**config.mk**
```make
export PLATFORM = sky130hd
export DESIGN_NAME = mem_access_arbiter
export DESIGN_NICKNAME = d
export VERILOG_FILES = /design/src/rtl/xm_mem_pkg.sv /design/src/rtl/mem_timeout_counter.sv /design/src/rtl/mem_access_arbiter.sv
export SDC_FILE = /design/constraint.sdc
export NUM_CORES = 1
export LEC_CHECK = 0
export CAP_MARGIN = 20
export CORE_ASPECT_RATIO = 0.75
export CORE_UTILIZATION = 44
export DETAILED_ROUTE_END_ITERATION = 10
export GPL_ROUTABILITY_DRIVEN = 0
export PLACE_DENSITY = 0.85
export SETUP_SLACK_MARGIN = 0.3
export SYNTH_ARGS = -nofsm -noshare
export SYNTH_HDL_FRONTEND = slang
export SYNTH_SLANG_ARGS = --single-unit
```
**constraint.sdc**
```tcl
create_clock -name clk -period 4.9 [get_ports clk]
set_input_delay 1.225 -clock clk [delete_from_list [all_inputs] [get_ports clk]]
set_output_delay 1.225 -clock clk [all_outputs]
set_load 0.02 [all_outputs]
```
**src/rtl/xm_mem_pkg.sv**
```systemverilog
// Shared types and constants for the memory access arbiter slice.
package xm_mem_pkg;

  typedef enum logic [1:0] {
    IDLE   = 2'd0,
    BUSY_F = 2'd1,
    BUSY_D = 2'd2
  } arb_state_t;

  typedef enum logic {
    REQ_FETCH = 1'b0,
    REQ_DATA  = 1'b1
  } req_id_t;

  localparam logic ACCESS_WORD = 1'b1;
  localparam logic ACCESS_BYTE = 1'b0;

endpackage

```
**src/rtl/mem_timeout_counter.sv**
```systemverilog
// Watchdog counter for a memory transaction; expired is high during the
// LIMIT-th consecutive enabled cycle after a clear.
module mem_timeout_counter #(
  parameter int LIMIT = 255
) (
  input  logic clk,
  input  logic rst_n,
  input  logic clear,
  input  logic enable,
  output logic expired
);

  localparam int CW = $clog2(LIMIT + 1);

  logic [CW-1:0] count;

  always_ff @(posedge clk or negedge rst_n) begin
    if (!rst_n) begin
      count <= '0;
    end else if (clear) begin
      count <= '0;
    end else if (enable) begin
      count <= count + CW'(1);
    end
  end

  assign expired = enable && (count == CW'(LIMIT - 1));

endmodule

```
**src/rtl/mem_access_arbiter.sv**
```systemverilog
// Fixed-priority (data over fetch) arbiter for the single memory port.
// Optional watchdog abort is enabled with the MEM_TIMEOUT_EN macro.
module mem_access_arbiter
  import xm_mem_pkg::*;
#(
  parameter int WORD_SIZE      = 16,
  parameter int TIMEOUT_CYCLES = 255
) (
  input  logic                 clk,
  input  logic                 rst_n,
  input  logic                 f_req,
  input  logic [WORD_SIZE-1:0] f_addr,
  input  logic                 f_size,
  output logic                 f_done,
  output logic                 f_err,
  output logic [WORD_SIZE-1:0] f_rdata,
  input  logic                 d_req,
  input  logic                 d_write,
  input  logic                 d_size,
  input  logic [WORD_SIZE-1:0] d_addr,
  input  logic [WORD_SIZE-1:0] d_wdata,
  output logic                 d_done,
  output logic                 d_err,
  output logic [WORD_SIZE-1:0] d_rdata,
  output logic                 mem_en,
  output logic                 mem_wr,
  output logic                 mem_access_size,
  output logic [WORD_SIZE-1:0] mem_addr,
  output logic [WORD_SIZE-1:0] mem_wdata,
  input  logic                 mem_done,
  input  logic                 mem_err,
  input  logic [WORD_SIZE-1:0] mem_data,
  output logic                 busy
);

  arb_state_t state;
  logic       eff_f_req;
  logic       eff_d_req;
  logic       mem_finish;
  logic       timeout_hit;

  // A requester still holds x_req during its own done cycle; that is not a new request.
  assign eff_f_req  = f_req & ~f_done;
  assign eff_d_req  = d_req & ~d_done;
  assign mem_finish = mem_done | mem_err;

`ifdef MEM_TIMEOUT_EN
  logic grant;

  assign grant = (state == IDLE) && (eff_d_req || eff_f_req);

  mem_timeout_counter #(
    .LIMIT(TIMEOUT_CYCLES)
  ) u_timeout (
    .clk    (clk),
    .rst_n  (rst_n),
    .clear  (grant),
    .enable (busy),
    .expired(timeout_hit)
  );
`else
  localparam int timeout_unused = TIMEOUT_CYCLES;
  assign timeout_hit = 1'b0;
`endif

  always_ff @(posedge clk or negedge rst_n) begin
    if (!rst_n) begin
      state           <= IDLE;
      f_done          <= 1'b0;
      f_err           <= 1'b0;
      f_rdata         <= '0;
      d_done          <= 1'b0;
      d_err           <= 1'b0;
      d_rdata         <= '0;
      mem_en          <= 1'b0;
      mem_wr          <= 1'b0;
      mem_access_size <= ACCESS_BYTE;
      mem_addr        <= '0;
      mem_wdata       <= '0;
      busy            <= 1'b0;
    end else begin
      f_done <= 1'b0;
      f_err  <= 1'b0;
      d_done <= 1'b0;
      d_err  <= 1'b0;
      case (state)
        IDLE: begin
          if (eff_d_req) begin
            state           <= BUSY_D;
            mem_en          <= 1'b1;
            busy            <= 1'b1;
            mem_wr          <= d_write;
            mem_access_size <= d_size;
            mem_addr        <= d_addr;
            mem_wdata       <= d_wdata;
          end else if (eff_f_req) begin
            state           <= BUSY_F;
            mem_en          <= 1'b1;
            busy            <= 1'b1;
            mem_wr          <= 1'b0;
            mem_access_size <= f_size;
            mem_addr        <= f_addr;
          end
        end
        BUSY_F, BUSY_D: begin
          // A real memory response beats a watchdog expiry in the same cycle.
          if (mem_finish || timeout_hit) begin
            state  <= IDLE;
            mem_en <= 1'b0;
            busy   <= 1'b0;
            mem_wr <= 1'b0;
            if (state == BUSY_D) begin
              d_done  <= 1'b1;
              d_err   <= mem_finish ? mem_err : 1'b1;
              d_rdata <= mem_finish ? mem_data : '0;
            end else begin
              f_done  <= 1'b1;
              f_err   <= mem_finish ? mem_err : 1'b1;
              f_rdata <= mem_finish ? mem_data : '0;
            end
          end
        end
        default: state <= IDLE;
      endcase
    end
  end

endmodule

```
==> flow_metrics.env <==
export IMPL_status="completed"
export IMPL_syn2layout_area_growth_pct=52.3
export IMPL_setup_reg_to_reg_worst_slack_ns=2.68
export IMPL_mappedNetlistNets=271
export IMPL_numCtsBuffers=9
export IMPL_worst_slew_pin_slew_ns=0.951
export IMPL_timing_hold_worst_class="register to register"
export IMPL_die_area_um2=7390
export IMPL_cts_buffer_depth=2
export IMPL_slowest_stage_delay_on_critical_path_ns=0.72
export IMPL_ant_nets=0
export IMPL_cp_data_arrival_time_ns=3.10
export IMPL_grt_pass1_vias=2221
export IMPL_boundaryPins=145
export IMPL_post_place_ws_ns=1.62
export IMPL_hold_viol_final=0
export IMPL_start_kind="input port"
export IMPL_synth_yosys_warnings=0
export IMPL_critical_path_top_delay_family="simple AND/OR/NAND/NOR gates"
export IMPL_final_layout_size_suffix_gt1_share_pct=29.0
export IMPL_crit_chain="clkdlybuf4s50_1, nand2b_4, or2_1, mux2_2"
export IMPL_clock_tree_from_tritoncts="yes"
export IMPL_antennaDiodeCount=0
export IMPL_mostFrequentLayoutCell="sky130_fd_sc_hd__clkdlybuf4s50_1"
export IMPL_htree_levels=3
export IMPL_core_rowCount=26
export IMPL_hpwlAfterDp_um=4970
export IMPL_remaining_drc_errors=0
export IMPL_max_cap_viol=0
export IMPL_grt_pass1_wl_um=10900
export IMPL_synth_seq_cells=73
export IMPL_avgViaCountPerCell=4.87
export IMPL_setup_tns_ns=0
export IMPL_initial_core_util_pct=45.6
export IMPL_peakVddDrop_mv=0.419
export IMPL_slew_limit_headroom_pct=36.4
export IMPL_postRouteWirelength_um=6890
export IMPL_dr_first_iter_drc_count=71
export IMPL_report_final_setup_viol=0
export IMPL_power_density_nw_per_um2=678
export IMPL_commonest_non_fill_non_tap_cells_in_the_layout="sky130_fd_sc_hd__clkdlybuf4s50_1 (143), sky130_fd_sc_hd__mux2_2 (73), sky130_fd_sc_hd__dfrtp_1 (73)"
export IMPL_gr_total_overflow=0
export IMPL_cts_resized=0
export IMPL_gr_usage_all_layers_pct=19.8
export IMPL_antenna_found_initial=0
export IMPL_post_cts_hold_buffer_count=0
export IMPL_worstPathRequired_ns=5.12
export IMPL_fin_crit_ns=2.87
export IMPL_final_max_slew_viol_count=0
export IMPL_critical_path_slowest_cell="sky130_fd_sc_hd__or2_1"
export IMPL_clock_tree_root_cell="sky130_fd_sc_hd__clkbuf_8"
export IMPL_synth_area_per_cell_um2=15.9
export IMPL_finalWorstSetupSlack_ns=2.03
export IMPL_rsz0062_at_grt="false"
export IMPL_fp_coreArea_um2=6800
export IMPL_cts_post_setup_buffers_inserted=0
export IMPL_cts_reportedPaths_clkPinSlew_ns=0.07
export IMPL_fin_worst_skew_ns=0.00968
export IMPL_p_leak_nw=2.00
export IMPL_worstSetupEndpointType="register"
export IMPL_router_iterations_before_antenna_repair=4
export IMPL_route_detailed_wl_per_inst_um=16.1
export IMPL_floorplan_die_width_um=99.0
export IMPL_final_period_utilization_pct=58.6
export IMPL_synth_seq_area_share_pct=58.9
export IMPL_vias=2091
export IMPL_ys_types=29
export IMPL_place_port_buffers=144
export IMPL_timing_fmax_ghz=0.348
export IMPL_synth_area_um2=3100
export IMPL_cts_sinks=73
export IMPL_netlist_instances=195
export IMPL_worstPathMaxFanout=25
export IMPL_nets=417
export IMPL_pin_count_of_the_biggest_net_entering_global_routing=74
export IMPL_fp_dieH_um=74.7
export IMPL_critPathKind="input port to register"
export IMPL_path_buf_inv=1
export IMPL_clock_insertion_delay_worst_skew_ns=0.34
metal layers:
| layer | wire [um] | vias up | GRT usage (%) |
|---|---|---|---|
| met1 | 2870 | 1006 | 22.9 |
| met4 | 84 | 0 | 7.46 |
| met5 | 0 | - | 0 |
| li1 | - | 985 | - |
| met3 | 803 | 7 | 10.8 |
| met2 | 3130 | 93 | 31.5 |
flip-flops by register name, summed over array words and instances (netlist names):
register and count:
state 2, mem_addr 16, d_done 1, d_rdata 16, mem_wdata 16, f_err 1, f_rdata 16, f_done 1
mem_wr 1, mem_access_size 1, d_err 1, busy 1
where the power goes:
group	internal (W)	leakage, nW	switching (W)
clock	0.000193	0.0822	0.000205
sequential	0.000906	0.870	0.000157
combinational	0.000955	1.05	0.000785
cell families (layout without fill, tap and decap cells):
logic type / after synthesis / after routing / synth area share (%)
buf+inv: 14 / 164 / 3.31
fa+ha+maj: 3 / 3 / 1.21
simple gates: 12 / 12 / 2.90
flops: 73 / 73 / 58.9
compound gates: 11 / 11 / 2.82
mux: 82 / 82 / 30.9
layout make-up:
class                      count  area, um^2
clock buffer                  12         145
timing repair buffer         144        1440
tap                           84         105
fill                         511        2070
sequential                    73        1830
multi-input combinational    108        1170
inverter                       5        18.8
clock inverter                 3        17.5
through the flow:
stage	utilization (%)	cells	cell area [um^2]	hold WS (ns)	power [W]
CTS	69.5	429	4720	0.510	0.00325
global route	69.5	429	4720	0.527	0.00338
global placement	67.1	414	4560	0.488	0.00278
finish	69.5	429	4720	0.507	0.00320
floorplan	-	195	3100	0.514	0.00207
detailed placement	67.1	414	4560	0.493	0.00282
Yosys cell counts:
cell,count,share of area (%)
sky130_fd_sc_hd__dfrtp_1,73,59
sky130_fd_sc_hd__nand2b_4,1,0.44
sky130_fd_sc_hd__buf_4,2,0.48
sky130_fd_sc_hd__o211ai_2,1,0.40
sky130_fd_sc_hd__nor3b_1,1,0.24
sky130_fd_sc_hd__buf_12,1,0.65
sky130_fd_sc_hd__nand2b_1,1,0.20
sky130_fd_sc_hd__o21ai_0,1,0.16
sky130_fd_sc_hd__and3_1,1,0.20
sky130_fd_sc_hd__o22ai_1,2,0.40
sky130_fd_sc_hd__mux2_2,73,27
sky130_fd_sc_hd__and3b_1,1,0.28
sky130_fd_sc_hd__a211o_1,1,0.28
sky130_fd_sc_hd__a31oi_1,1,0.20
sky130_fd_sc_hd__or2_1,1,0.20
sky130_fd_sc_hd__nor3b_4,1,0.61
sky130_fd_sc_hd__nand2_1,2,0.24
sky130_fd_sc_hd__inv_1,5,0.61
sky130_fd_sc_hd__nand3_1,1,0.16
sky130_fd_sc_hd__a21oi_1,2,0.32
sky130_fd_sc_hd__mux2_4,9,4.4
sky130_fd_sc_hd__a21oi_4,1,0.52
sky130_fd_sc_hd__a2bb2oi_1,1,0.28
sky130_fd_sc_hd__buf_2,3,0.48
sky130_fd_sc_hd__nor2_1,1,0.12
sky130_fd_sc_hd__a21o_1,1,0.24
sky130_fd_sc_hd__ha_1,3,1.2
sky130_fd_sc_hd__nand4_1,1,0.20
sky130_fd_sc_hd__buf_6,3,1.1
worst paths after layout:
kind	from	endpoint	depth (start not counted)
worst max-delay path	d_req	mem_wdata[1]	4
worst min-delay path	mem_addr[5]	mem_addr[5]	1
worst max register to register	state[1]	f_rdata[13]	4
worst min register to register	mem_addr[5]	mem_addr[5]	1
max in group asynchronous	rst_n	mem_addr[14]	1
min in group asynchronous	rst_n	d_rdata[4]	1
worst register-to-register path, stage by stage (launching register included):
cell	delay (ns)
sky130_fd_sc_hd__dfrtp_1	0.40
sky130_fd_sc_hd__inv_1	0.08
sky130_fd_sc_hd__ha_1	0.42
sky130_fd_sc_hd__nor3b_4	0.79
sky130_fd_sc_hd__mux2_2	0.42
No activity file was read; power rests on OpenSTA's default activity.
